<file path="src/rtl/alu32_two_pass_sequencer.sv">
// Runs one 32-bit ALU operation as two passes (low half, then high half) through a shared
// 16-bit ALU slice, chaining carry between passes and forming 32-bit SLT and zero.
module alu32_two_pass_sequencer #(
    parameter int SLICE_W = 16
) (
    input  logic                   clk,
    input  logic                   rst,
    input  logic                   in_valid,
    output logic                   in_ready,
    input  logic [2:0]             in_op,
    input  logic [2*SLICE_W-1:0]   in_a,
    input  logic [2*SLICE_W-1:0]   in_b,
    output logic [SLICE_W-1:0]     alu_a,
    output logic [SLICE_W-1:0]     alu_b,
    output logic [2:0]             alu_op,
    output logic                   alu_cin,
    output logic                   alu_less,
    input  logic [SLICE_W-1:0]     alu_result,
    input  logic                   alu_cout,
    input  logic                   alu_set,
    input  logic                   alu_zero,
    input  logic                   alu_overflow,
    output logic                   out_valid,
    input  logic                   out_ready,
    output logic [2*SLICE_W-1:0]   out_result,
    output logic                   out_cout,
    output logic                   out_zero,
    output logic                   out_overflow,
    output logic                   out_illegal
);

    localparam int W = 2 * SLICE_W;

    typedef enum logic [1:0] {
        IDLE = 2'd0,
        LO   = 2'd1,
        HI   = 2'd2,
        DONE = 2'd3
    } state_t;

    state_t state, state_nxt;

    logic [2:0]         op_r;
    logic [W-1:0]       a_r;
    logic [W-1:0]       b_r;
    logic [SLICE_W-1:0] res_lo;
    logic               cout_lo;
    logic               zero_lo;

    logic       op_addsub;
    logic       op_slt;
    logic       op_arith;
    logic       op_legal;
    logic [2:0] slice_op;
    logic       lt_hi;

    // Op decode; SLT runs as a subtract, illegal ops run as AND so the passes stay harmless.
    always_comb begin
        op_addsub = (op_r == 3'b010) || (op_r == 3'b110);
        op_slt    = (op_r == 3'b111);
        op_arith  = op_addsub || op_slt;
        op_legal  = op_arith || (op_r == 3'b000) || (op_r == 3'b001);
        if (op_slt)
            slice_op = 3'b110;
        else if (op_legal)
            slice_op = op_r;
        else
            slice_op = 3'b000;
        lt_hi = alu_set ^ alu_overflow;
    end

    always_comb begin
        state_nxt = state;
        in_ready  = 1'b0;
        out_valid = 1'b0;
        alu_a     = '0;
        alu_b     = '0;
        alu_op    = 3'b000;
        alu_cin   = 1'b0;
        alu_less  = 1'b0;
        case (state)
            IDLE: begin
                in_ready = 1'b1;
                if (in_valid)
                    state_nxt = LO;
            end
            LO: begin
                alu_a     = a_r[SLICE_W-1:0];
                alu_b     = b_r[SLICE_W-1:0];
                alu_op    = slice_op;
                alu_cin   = op_arith & op_r[2];
                state_nxt = HI;
            end
            HI: begin
                alu_a     = a_r[W-1:SLICE_W];
                alu_b     = b_r[W-1:SLICE_W];
                alu_op    = slice_op;
                alu_cin   = op_arith & cout_lo;
                state_nxt = DONE;
            end
            DONE: begin
                out_valid = 1'b1;
                if (out_ready)
                    state_nxt = IDLE;
            end
            default: state_nxt = IDLE;
        endcase
    end

    always_ff @(posedge clk) begin
        if (rst)
            state <= IDLE;
        else
            state <= state_nxt;
    end

    // Request and low-pass capture; contents only matter while a request is in flight.
    always_ff @(posedge clk) begin
        if (state == IDLE && in_valid) begin
            op_r <= in_op;
            a_r  <= in_a;
            b_r  <= in_b;
        end
        if (state == LO) begin
            res_lo  <= alu_result;
            cout_lo <= alu_cout;
            zero_lo <= alu_zero;
        end
    end

    // High-pass capture forms the final 32-bit response, held until the handshake.
    always_ff @(posedge clk) begin
        if (rst) begin
            out_result   <= '0;
            out_cout     <= 1'b0;
            out_zero     <= 1'b0;
            out_overflow <= 1'b0;
            out_illegal  <= 1'b0;
        end else if (state == HI) begin
            if (!op_legal) begin
                out_result   <= '0;
                out_cout     <= 1'b0;
                out_zero     <= 1'b1;
                out_overflow <= 1'b0;
                out_illegal  <= 1'b1;
            end else if (op_slt) begin
                out_result   <= {{(W-1){1'b0}}, lt_hi};
                out_cout     <= 1'b0;
                out_zero     <= ~lt_hi;
                out_overflow <= 1'b0;
                out_illegal  <= 1'b0;
            end else begin
                out_result   <= {alu_result, res_lo};
                out_cout     <= op_addsub & alu_cout;
                out_zero     <= zero_lo & alu_zero;
                out_overflow <= op_addsub & alu_overflow;
                out_illegal  <= 1'b0;
            end
        end
    end

endmodule
</file>
<file path="config.mk">
export PLATFORM = sky130hd
export DESIGN_NAME = alu32_two_pass_sequencer
export DESIGN_NICKNAME = d
export VERILOG_FILES = /design/src/rtl/alu32_two_pass_sequencer.sv
export SDC_FILE = /design/constraint.sdc
export NUM_CORES = 1
export LEC_CHECK = 0
export ABC_CLOCK_PERIOD_IN_PS = 3300
export BUFFER_PORTS_ARGS = -buffer_cell sky130_fd_sc_hd__buf_2
export CORE_MARGIN = 4
export CORE_UTILIZATION = 40
export DETAILED_ROUTE_END_ITERATION = 10
export PLACE_DENSITY = 0.63
export SYNTH_ARGS = -nofsm -noshare
export SYNTH_HDL_FRONTEND = slang
export SYNTH_SLANG_ARGS = --single-unit
</file>
<file path="constraint.sdc">
create_clock -name clk -period 3.3 [get_ports clk]
set_input_delay 0.66 -clock clk [delete_from_list [all_inputs] [get_ports clk]]
set_output_delay 0.66 -clock clk [all_outputs]
set_load 0.01 [all_outputs]
</file>
---- Word-level counts from Yosys, hierarchy flattened ----
Cells that the tools add are included.
Widths: inputs -> output; s select.
operators by class
  equality and inequality tests ........... 9
  muxes and demuxes ....................... 20
  bitwise gates (word level) .............. 7
  reduce and logical (&&, ||, !) cells .... 9
operators with widths
  kind                number
  $mux 32             2
  $pmux 16 s2         2
  $mux 1              9
  $mux 3              3
  $pmux 2 s4          1
  $eq 3x3->1 const B  2
  $and 1x1->1         5
  $eq 2x2->1 const B  2
  $logic_or 1x1->1    4
  $mux 2              2
  $ne 2x2->1 const B  2
  $eq 3x1->1 const B  1
  $eq 3x2->1 const B  1
  $logic_not 3->1     1
  $eq 2x1->1 const B  1
  $logic_not 2->1     1
  $pmux 1 s2          1
  $reduce_and 2->1    1
  $reduce_or 2->1     1
  $logic_and 1x1->1   1
  $not 1->1           1
  $xor 1x1->1         1
storage, ports and cells
  bits in registers ....................... 123
  input port bits ......................... 91
  output and inout port bits .............. 75
  logic and storage cells ................. 57

---- Depth between registers and ports, before layout ----
Gate-level depths: netlist (run 1).
  depth in word-level cells ............... 8
  depth in mapped cells ................... 7
  mapped depth without buffers ............ 5

---- Least setup slack after synthesis (run 1) ----
No wires, ideal clock.
  path kind ............................... reg2reg
  start ................................... reg state[0]
  end ..................................... reg a_r[0], enable pin
  setup time .............................. 432 ps
  arrival ................................. 2243 ps
  data required time ...................... 2868 ps
  slack ................................... 625 ps
  stages on the path, launching flop included .. 4
  buffers on the path ..................... 0
  clock period less this slack ............ 2675 ps
  path through ............................ dfxtp_1 > inv_1 > ha_1 > and2_1
on the way
  word-level cells in the longest chain between the ends .. 2
RTL lines
  item                      RTL line  RTL
  start: declaration        41        state_t state, state_nxt;
  start signal: assignment  114       state <= state_nxt;
  $logic_not 2->1           119       if (state == IDLE && in_valid) begin
  $logic_and 1x1->1         119
  end signal: assignment    121       a_r <= in_a;
  end: declaration          44        logic [W-1:0] a_r;
No other way between the ends.
A chain may end at the register's enable or synchronous reset.

---- Worst setup path after layout (run 1) ----
  start ................................... reg state[1]
  end ..................................... out alu_b[3]
on the way
  word-level cells in the longest chain between the ends .. 2
  elaborated cells on any way between the ends .. 3
  those cells by class .................... eq/ne: 2; mux: 1
RTL lines
  item                                      RTL line  RTL
  $eq 2x2->1 or $eq 2x1->1 (tied branches)  81        case (state)
  $pmux 16 s2 *                             81
  end: declaration                          14        output logic [SLICE_W-1:0] alu_b,
Mark *: on every way between the ends. The rest lies on a longest branch, timed or not.

==> impl_metrics.prom, run 1 <==
# TYPE chip_impl_metric gauge
chip_impl_metric{name="postCtsResizedCells",unit=""} 0
chip_impl_info{name="rsz0062_at_grt",value="false"} 1
chip_impl_metric{name="synth.area.mux_share",unit="%"} 0.907
chip_impl_metric{name="finalCritPeriodShare",unit="%"} 84.5
chip_impl_metric{name="final_period_minus_worst_setup_slack",unit="ns"} 2.79
chip_impl_metric{name="core.rowCount",unit=""} 39
chip_impl_metric{name="setup-violations-final",unit=""} 0
chip_impl_metric{name="instances_no_fill",unit=""} 673
chip_impl_info{name="hp-class",value="in -> reg"} 1
chip_impl_metric{name="postCtsSetupBuffers",unit=""} 0
chip_impl_metric{name="detail_route.first_pass.iterations",unit=""} 6
chip_impl_metric{name="clkSlewWorstSetupHoldPaths",unit="ns"} 0.05
chip_impl_info{name="whs_endpoint",value="a_r[7]"} 1
chip_impl_info{name="worstHoldStart",value="in_a[7]"} 1
chip_impl_metric{name="max_slew.worst_pin.slew",unit="ns"} 1.06
chip_impl_info{name="outcome",value="finished clean"} 1
chip_impl_metric{name="worst_path_largest_cell_delay",unit="ns"} 0.54
chip_impl_metric{name="totalNegativeSetupSlack",unit="ns"} 0
chip_impl_metric{name="clock_sink_count",unit=""} 123
chip_impl_info{name="tritoncts",value="done"} 1
chip_impl_info{name="critical_path.reg2reg.endpoint",value="out_result[6]"} 1
chip_impl_metric{name="fill_cells",unit=""} 1019
chip_impl_metric{name="sequential_standard_cell_area",unit="um^2"} 3310
chip_impl_metric{name="ys_ff_latch",unit=""} 123
chip_impl_metric{name="total_routed_wirelength",unit="um"} 11100
chip_impl_metric{name="cp_max_fo",unit=""} 21
chip_impl_metric{name="synth_xor_area_share",unit="%"} 0.181
chip_impl_info{name="cp_cell_sequence",value="inv_1 > ha_1 > buf_4 > nor2b_1 > buf_2"} 1
chip_impl_metric{name="detail_route.iter0.violations",unit=""} 182
chip_impl_metric{name="power.ir.vdd_worst",unit="uV"} 464
chip_impl_metric{name="yosysSeqAreaShare",unit="%"} 68.6
chip_impl_metric{name="rrSetupSlack",unit="ns"} 0.94
chip_impl_info{name="worstReg2RegStart",value="state[0]"} 1
chip_impl_metric{name="wire_per_inst",unit="um"} 16.5
chip_impl_info{name="dominant_combinational_cell_family_by_area_after_synthesis",value="simple AND/OR/NAND/NOR gates"} 1
chip_impl_metric{name="arrival",unit="ns"} 2.13
chip_impl_metric{name="detail_route.vias_per_cell",unit=""} 4.94
chip_impl_metric{name="slew_headroom",unit="%"} 27.9
chip_impl_metric{name="synth_cell_types",unit=""} 35
chip_impl_metric{name="global_route_usage_over_all_layers",unit="%"} 16.4
chip_impl_metric{name="boundaryPins",unit=""} 166
chip_impl_info{name="root_buffer",value="sky130_fd_sc_hd__clkbuf_16"} 1
chip_impl_metric{name="utilization",unit="%"} 54.5
chip_impl_info{name="most-common-layout-cells",value="sky130_fd_sc_hd__buf_2 (164), sky130_fd_sc_hd__edfxtp_1 (85), sky130_fd_sc_hd__dfxtp_1 (38)"} 1
chip_impl_metric{name="clock-skew-final",unit="ns"} 0.00495
chip_impl_metric{name="vias",unit=""} 3327
chip_impl_metric{name="synthAdderAreaFrac",unit="%"} 1.30
chip_impl_metric{name="synth_simple_gate_area_share",unit="%"} 14.4
chip_impl_metric{name="antenna_found_initial",unit=""} 0
chip_impl_metric{name="drive_gt1_share",unit="%"} 46.5
chip_impl_metric{name="netlist_area",unit="um^2"} 4830
chip_impl_info{name="final_common_cell",value="sky130_fd_sc_hd__buf_2"} 1
chip_impl_info{name="critPathLaunchType",value="register"} 1
chip_impl_metric{name="max_freq",unit="GHz"} 0.358
chip_impl_metric{name="synthesis.area_per_instance",unit="um^2"} 13.7
chip_impl_metric{name="critPathBufInv",unit=""} 3
chip_impl_info{name="crit_path_end_kind",value="primary output"} 1
chip_impl_metric{name="global_route_overflow",unit=""} 0
chip_impl_metric{name="insertion_delay",unit="ns"} 0.41
chip_impl_metric{name="power.static_leakage",unit="nW"} 2.46
chip_impl_info{name="crit_type",value="reg -> out"} 1
chip_impl_metric{name="postSynthNetCount",unit=""} 448
chip_impl_metric{name="post-route-drc-count",unit=""} 0
chip_impl_metric{name="floorplan_die_area",unit="um^2"} 13900
chip_impl_metric{name="max_cap_violations",unit=""} 0
chip_impl_metric{name="power_density",unit="nW/um^2"} 888
chip_impl_metric{name="core",unit="um^2"} 11600
chip_impl_metric{name="clock_tree.htree_level_count",unit=""} 4
chip_impl_metric{name="dp_hpwl",unit="um"} 7400
chip_impl_metric{name="share_of_yosys_cell_area_claimed_by_the_top_area_cell_type",unit="%"} 52.9
chip_impl_metric{name="number_of_global_route_vias_before_repair",unit=""} 3591
chip_impl_info{name="synth_area_leader_cell",value="sky130_fd_sc_hd__edfxtp_1"} 1
chip_impl_metric{name="routabilityCongestion",unit=""} 0.778
chip_impl_metric{name="die_y",unit="um"} 118
chip_impl_metric{name="fin_ws",unit="ns"} 0.510
chip_impl_metric{name="multi_input_logic_area",unit="um^2"} 1370
chip_impl_metric{name="floorplan.initialDensity",unit="%"} 41.6
chip_impl_metric{name="cts-buffers-inserted",unit=""} 17
chip_impl_metric{name="flow.area_growth_from_synthesis",unit="%"} 31.1
chip_impl_metric{name="chipWidth",unit="um"} 118
chip_impl_metric{name="placed_cell_area",unit="um^2"} 5770
chip_impl_metric{name="num-nets-final",unit=""} 612
chip_impl_metric{name="pin_count_of_the_biggest_net_entering_global_routing",unit=""} 58
chip_impl_metric{name="grt_first_pass_wirelength",unit="um"} 17900
chip_impl_info{name="synth_area_leaders",value="sky130_fd_sc_hd__edfxtp_1 (53%), sky130_fd_sc_hd__dfxtp_1 (16%), sky130_fd_sc_hd__a22oi_1 (5.0%), sky130_fd_sc_hd__nor2b_1 (4.7%), sky130_fd_sc_hd__nand3_2 (4.1%)"} 1
chip_impl_metric{name="fin_area",unit="um^2"} 6330
chip_impl_metric{name="timing_max_transition_violations_final",unit=""} 0
chip_impl_metric{name="ctsHoldBuffers",unit=""} 0
chip_impl_metric{name="worst_hold_path.num_cells",unit=""} 1
chip_impl_info{name="cp_slowest_cell",value="sky130_fd_sc_hd__ha_1"} 1
chip_impl_metric{name="postSynthCellCount",unit=""} 352
chip_impl_metric{name="critPathRequiredTime",unit="ns"} 2.64
chip_impl_metric{name="place_ws",unit="ns"} 0.859
chip_impl_metric{name="synth-warning-count",unit=""} 0
chip_impl_metric{name="place_inst",unit=""} 640
chip_impl_metric{name="cts_max_path_buffers",unit=""} 2
chip_impl_metric{name="reg2regPathDepth",unit=""} 5
chip_impl_metric{name="antenna_left",unit=""} 0
chip_impl_metric{name="timing.final.hold_violations",unit=""} 0
chip_impl_metric{name="synth-compound-area-share",unit="%"} 11.2
chip_impl_info{name="timing.critical_path.max_delay_family",value="buffers and inverters"} 1
chip_impl_metric{name="port_buffers",unit=""} 164
==> worst register-to-register path: stages, from the launching register on <==
cell and delay, ns:
sky130_fd_sc_hd__dfxtp_1 0.33, sky130_fd_sc_hd__inv_1 0.17, sky130_fd_sc_hd__ha_4 0.66, sky130_fd_sc_hd__inv_1 0.72
sky130_fd_sc_hd__nand2_1 0.28, sky130_fd_sc_hd__a21oi_2 0.07
==> cells in the mapped netlist <==
library cell                n
sky130_fd_sc_hd__buf_4      1
sky130_fd_sc_hd__buf_1      3
sky130_fd_sc_hd__or3b_1     1
sky130_fd_sc_hd__a21oi_2   20
sky130_fd_sc_hd__nand2_1   34
sky130_fd_sc_hd__a31o_2     1
sky130_fd_sc_hd__edfxtp_1  85
sky130_fd_sc_hd__buf_6      4
sky130_fd_sc_hd__nor4_1     1
sky130_fd_sc_hd__clkbuf_1   9
sky130_fd_sc_hd__nor3_1     1
sky130_fd_sc_hd__nand2b_1   1
sky130_fd_sc_hd__and2_1     1
sky130_fd_sc_hd__xor2_1     1
sky130_fd_sc_hd__nand3_2   20
sky130_fd_sc_hd__mux2_2     1
sky130_fd_sc_hd__inv_1      4
sky130_fd_sc_hd__o21ai_0    1
sky130_fd_sc_hd__nor2b_1   36
sky130_fd_sc_hd__a311oi_2   1
sky130_fd_sc_hd__a21oi_1   15
sky130_fd_sc_hd__a31o_1     1
sky130_fd_sc_hd__nand3_1   15
sky130_fd_sc_hd__mux2i_1    1
sky130_fd_sc_hd__o21a_1     1
sky130_fd_sc_hd__ha_1       5
sky130_fd_sc_hd__a211oi_1   1
sky130_fd_sc_hd__nor2_1     2
sky130_fd_sc_hd__conb_1     1
sky130_fd_sc_hd__a22oi_1   32
sky130_fd_sc_hd__dfxtp_1   38
sky130_fd_sc_hd__and3_1     2
sky130_fd_sc_hd__nor3b_1    2
sky130_fd_sc_hd__mux2i_4    1
sky130_fd_sc_hd__buf_2      9
==> routing by layer <==
metal / track usage, % / share of wire [%]
met1: 20.2 / 43
met2: 25.3 / 48
met3: 7.21 / 8.3
met4: 6.37 / 1.5
met5: 0 / 0
==> report_power, final <==
group          total (W)  leakage (nW)  switching, W  internal (W)
Sequential       0.00222          1.11      0.000135       0.00208
Clock            0.00174         0.264      0.000645       0.00109
Combinational    0.00166          1.09       0.00103      0.000637
Total            0.00562          2.46       0.00181       0.00382
==> cells by family (layout without fill, tap and decap cells) <==
group / Yosys count / after routing
fa+ha+maj: 5 / 5
flops: 123 / 123
xor+xnor: 1 / 1
compound gates: 73 / 73
buf+inv: 30 / 207
mux: 3 / 3
other cells: 1 / 2
simple gates: 116 / 116
==> per-stage QoR <==
stage | hold WS [ns] | total power (W)
final | 0.422 | 0.00562
after global routing | 0.398 | 0.00596
after detailed placement | 0.453 | 0.00395
after CTS | 0.401 | 0.00570
after global placement | 0.449 | 0.00393
after floorplan | 0.484 | 0.00336
==> layout make-up <==
| class | count | share of cell area [%] |
|---|---|---|
| Sequential cell | 123 | 52.4 |
| Multi-Input combinational cell | 199 | 21.7 |
| Timing Repair Buffer | 171 | 14.0 |
| Clock buffer | 18 | 6.78 |
| Tap cell | 143 | 2.83 |
| Clock inverter | 14 | 2.06 |
| Inverter | 4 | 0.237 |
| Antenna cell | 1 | 0.0395 |
==> how the worst max path moves through the flow <==
stage / startpoint / end / slack [ns] / depth (start not counted)
2_1_floorplan: state[0] / a_r[0] / 0.62 / 3
3_3_place_gp: state[1] / alu_b[4] / 0.91 / 5
3_5_place_dp: state[1] / alu_b[11] / 0.86 / 5
4_1_cts: state[1] / alu_b[3] / 0.41 / 5
5_1_grt: state[1] / alu_b[3] / 0.25 / 5
6_report: state[1] / alu_b[3] / 0.51 / 5
==> registers in the layout, summed over array words and instances, names as in the netlist <==
register / count
out_zero: 1
cout_lo: 1
a_r: 32
state: 2
res_lo: 16
out_illegal: 1
op_r: 3
zero_lo: 1
out_result: 32
b_r: 32
out_overflow: 1
out_cout: 1
(Power assumes the default switching activity.)
==> run 2: changes to the inputs <==
- ABC_AREA: not set -> 1
- ABC_CLOCK_PERIOD_IN_PS: 3300 -> 2800
- PLACE_DENSITY: 0.63 -> 0.64
- clock period: 3.3 -> 2.8 ns (I/O delays scaled with it)
==> run 2 against run 1 <==
- routed wire length rose by 2.4%
- via count rose by 7.4%
- cell count is 7.0% higher
- hold slack got worse by 0.10 ns
- first-iteration DRC count up 38%
- sequential cell count is the same
- highest routed layer is now met5
- sequential power up 17%
- synthesized area decreased by 3.8%
- largest power group unchanged
==> impl_metrics.prom, run 2 <==
# TYPE chip_impl_metric gauge
chip_impl_metric{name="total_routed_wirelength",unit="um"} 11300
chip_impl_metric{name="critPathRequiredTime",unit="ns"} 2.24
chip_impl_info{name="critical_path.reg2reg.endpoint",value="out_result[28]"} 1
chip_impl_info{name="root_buffer",value="sky130_fd_sc_hd__clkbuf_16"} 1
chip_impl_metric{name="sequential_standard_cell_area",unit="um^2"} 3310
chip_impl_metric{name="die_y",unit="um"} 116
chip_impl_metric{name="ys_ff_latch",unit=""} 123
chip_impl_metric{name="postSynthNetCount",unit=""} 498
chip_impl_metric{name="post-route-drc-count",unit=""} 0
chip_impl_metric{name="insertion_delay",unit="ns"} 0.41
chip_impl_metric{name="power.static_leakage",unit="nW"} 2.52
chip_impl_metric{name="num-nets-final",unit=""} 660
chip_impl_info{name="rsz0062_at_grt",value="false"} 1
chip_impl_metric{name="max_slew.worst_pin.slew",unit="ns"} 0.668
chip_impl_metric{name="postSynthCellCount",unit=""} 402
chip_impl_info{name="post-synth-top-count-cell",value="sky130_fd_sc_hd__nand2_1"} 1
chip_impl_info{name="crit_type",value="reg -> out"} 1
chip_impl_metric{name="synth_edf_count",unit=""} 85
chip_impl_metric{name="max_freq",unit="GHz"} 0.382
chip_impl_info{name="synth_area_leaders",value="sky130_fd_sc_hd__edfxtp_1 (55%), sky130_fd_sc_hd__dfxtp_1 (16%), sky130_fd_sc_hd__nand2_1 (8.6%), sky130_fd_sc_hd__a21oi_1 (7.4%), sky130_fd_sc_hd__nand4_1 (4.3%)"} 1
chip_impl_metric{name="detail_route.vias_per_cell",unit=""} 4.96
chip_impl_info{name="synth_common_cells",value="sky130_fd_sc_hd__nand2_1 (106), sky130_fd_sc_hd__edfxtp_1 (85), sky130_fd_sc_hd__a21oi_1 (69)"} 1
chip_impl_metric{name="share_of_yosys_cell_area_claimed_by_the_top_area_cell_type",unit="%"} 54.9
chip_impl_metric{name="cts_max_path_buffers",unit=""} 2
chip_impl_metric{name="postCtsResizedCells",unit=""} 0
chip_impl_metric{name="synthesis.area_per_instance",unit="um^2"} 11.6
chip_impl_info{name="hp-class",value="in -> reg"} 1
chip_impl_metric{name="postCtsSetupBuffers",unit=""} 0
chip_impl_metric{name="boundaryPins",unit=""} 166
chip_impl_metric{name="timing.final.hold_violations",unit=""} 0
chip_impl_info{name="synth_area_leader_cell",value="sky130_fd_sc_hd__edfxtp_1"} 1
chip_impl_metric{name="detail_route.iter0.violations",unit=""} 252
chip_impl_metric{name="final.hold.worst_slack",unit="ns"} 0.321
chip_impl_info{name="layout_top_registers",value="a_r x32, b_r x32, out_result x32"} 1
chip_impl_metric{name="global_route_usage_over_all_layers",unit="%"} 17.5
chip_impl_info{name="crit_path_end_kind",value="primary output"} 1
chip_impl_metric{name="synth-warning-count",unit=""} 0
chip_impl_metric{name="yosysSeqAreaShare",unit="%"} 71.3
chip_impl_metric{name="ctsHoldBuffers",unit=""} 0
chip_impl_metric{name="clock_tree.htree_level_count",unit=""} 4
chip_impl_metric{name="antenna_found_initial",unit=""} 1
chip_impl_metric{name="chipWidth",unit="um"} 116
chip_impl_metric{name="netlist_area",unit="um^2"} 4650
chip_impl_metric{name="reg2regPathDepth",unit=""} 7
chip_impl_info{name="worstReg2RegStart",value="state[0]"} 1
chip_impl_metric{name="totalNegativeSetupSlack",unit="ns"} 0
chip_impl_info{name="outcome",value="finished clean"} 1
chip_impl_metric{name="timing_max_transition_violations_final",unit=""} 0
chip_impl_info{name="cp-endpoint",value="alu_a[11]"} 1
chip_impl_metric{name="cp_max_fo",unit=""} 33
chip_impl_metric{name="power_density",unit="nW/um^2"} 1040
chip_impl_metric{name="slew_headroom",unit="%"} 55.4
chip_impl_metric{name="drive_gt1_share",unit="%"} 35.9
chip_impl_metric{name="synth_cell_types",unit=""} 24
chip_impl_metric{name="multi_input_logic_area",unit="um^2"} 1140
chip_impl_metric{name="clkSlewWorstSetupHoldPaths",unit="ns"} 0.05
chip_impl_metric{name="cts-buffers-inserted",unit=""} 17
chip_impl_metric{name="max_cap_violations",unit=""} 0
chip_impl_metric{name="core.rowCount",unit=""} 39
chip_impl_metric{name="core",unit="um^2"} 11400
chip_impl_metric{name="flow.area_growth_from_synthesis",unit="%"} 32.2
chip_impl_metric{name="async_reset_ff_share",unit="%"} 0
chip_impl_metric{name="rrSetupSlack",unit="ns"} 0.70
chip_impl_info{name="tritoncts",value="done"} 1
chip_impl_metric{name="arrival",unit="ns"} 2.06
chip_impl_metric{name="grt_first_pass_wirelength",unit="um"} 17600
chip_impl_metric{name="clock-skew-final",unit="ns"} 0.00639
chip_impl_info{name="final_common_cell",value="sky130_fd_sc_hd__buf_2"} 1
chip_impl_metric{name="clock_sink_count",unit=""} 123
chip_impl_metric{name="floorplan_die_area",unit="um^2"} 13400
chip_impl_metric{name="final_period_minus_worst_setup_slack",unit="ns"} 2.62
chip_impl_metric{name="number_of_global_route_vias_before_repair",unit=""} 3512
chip_impl_metric{name="setup-violations-final",unit=""} 0
chip_impl_metric{name="global_route_overflow",unit=""} 0
chip_impl_metric{name="vias",unit=""} 3573
chip_impl_metric{name="dp_hpwl",unit="um"} 7730
chip_impl_metric{name="wire_per_inst",unit="um"} 15.8
chip_impl_info{name="critPathLaunchType",value="register"} 1
chip_impl_metric{name="finalCritPeriodShare",unit="%"} 93.4
chip_impl_metric{name="worst_hold_path.num_cells",unit=""} 1
chip_impl_metric{name="floorplan.initialDensity",unit="%"} 40.9
chip_impl_metric{name="routabilityCongestion",unit=""} 0.805
chip_impl_info{name="synth_top_flop_cell",value="sky130_fd_sc_hd__edfxtp_1"} 1
chip_impl_metric{name="total_inserted_antenna_cells",unit=""} 0
chip_impl_metric{name="antenna_left",unit=""} 0
chip_impl_metric{name="fill_cells",unit=""} 979
chip_impl_info{name="most-common-layout-cells",value="sky130_fd_sc_hd__buf_2 (164), sky130_fd_sc_hd__nand2_1 (106), sky130_fd_sc_hd__edfxtp_1 (85)"} 1
chip_impl_metric{name="pin_count_of_the_biggest_net_entering_global_routing",unit=""} 40
chip_impl_metric{name="power.ir.vdd_worst",unit="uV"} 576
chip_impl_metric{name="detail_route.first_pass.iterations",unit=""} 4
chip_impl_info{name="setup.worst_path.start",value="state[1]"} 1
chip_impl_metric{name="port_buffers",unit=""} 164
## run 2: cell count changes after synthesis, moves of 8 or more
cell,delta
sky130_fd_sc_hd__a21oi_1,+54
sky130_fd_sc_hd__a22oi_1,-32
sky130_fd_sc_hd__nand2_1,+72
sky130_fd_sc_hd__nand3_2,-19
sky130_fd_sc_hd__nand3_1,-13
sky130_fd_sc_hd__nand4_1,+32
sky130_fd_sc_hd__inv_1,+8
sky130_fd_sc_hd__a21oi_2,-20
sky130_fd_sc_hd__nor2b_1,-36
## run 2: per-stage QoR
stage | total power, W | cell area [um^2] | cells | worst slack (ns) | util, %
after floorplan | 0.00370 | 4650 | 402 | 0.365 | -
after global placement | 0.00433 | 5580 | 688 | 0.637 | 49.1
after detailed placement | 0.00438 | 5580 | 688 | 0.612 | 49.1
after CTS | 0.00645 | 6140 | 720 | 0.158 | 54.0
after global routing | 0.00674 | 6140 | 720 | 0.0340 | 54.0
final | 0.00637 | 6140 | 720 | 0.184 | 54.0
## run 2: routing by layer
layer  vias to the layer above  share of wire [%]  GRT usage, %
met4                         2                2.1          7.81
met2                       146                 47          27.0
met1                      1659                 41          21.4
li1                       1742                  -             -
met3                        24                9.5          7.89
met5                         -               0.11             0
## run 2: worst max-delay path, cell delays in order (launching register included)
cell	delay (ns)
sky130_fd_sc_hd__dfxtp_1	0.33
sky130_fd_sc_hd__inv_1	0.12
sky130_fd_sc_hd__ha_2	0.64
sky130_fd_sc_hd__nand2_1	0.12
sky130_fd_sc_hd__a21oi_1	0.25
sky130_fd_sc_hd__buf_2	0.18
## run 2: where the power goes
group / internal [W] / total, W / switching, W
Sequential: 0.00246 / 0.00260 / 0.000142
Combinational: 0.000542 / 0.00171 / 0.00117
Clock: 0.00129 / 0.00206 / 0.000767
Total: 0.00429 / 0.00637 / 0.00208
## run 2: cell families after synthesis
| logic type | Yosys count | synth area share (%) |
|---|---|---|
| AO/OA/AOI/OAI | 77 | 8.35 |
| AND/OR/NAND/NOR | 153 | 14.6 |
| adder cells (fa/ha/maj) | 5 | 1.35 |
| flip-flops | 123 | 71.3 |
| buffers and inverters | 43 | 4.34 |
| other | 1 | 0.0807 |
## run 2: worst min-delay path by stage
| stage | start | end |
|---|---|---|
| floorplan | out_result[0] | out_result[0] |
| global placement | out_result[2] | out_result[2] |
| detailed placement | out_result[0] | out_result[0] |
| CTS | in_b[19] | b_r[19] |
| global route | in_b[19] | b_r[19] |
| finish | in_b[2] | b_r[2] |
## run 2: layout make-up
| class | count | area share (%) |
|---|---|---|
| multi-input combinational | 236 | 18.5 |
| timing repair buffer | 171 | 14.6 |
| tap | 143 | 2.91 |
| clock inverter | 14 | 2.12 |
| inverter | 15 | 0.917 |
| clock buffer | 18 | 6.99 |
| sequential | 123 | 53.9 |
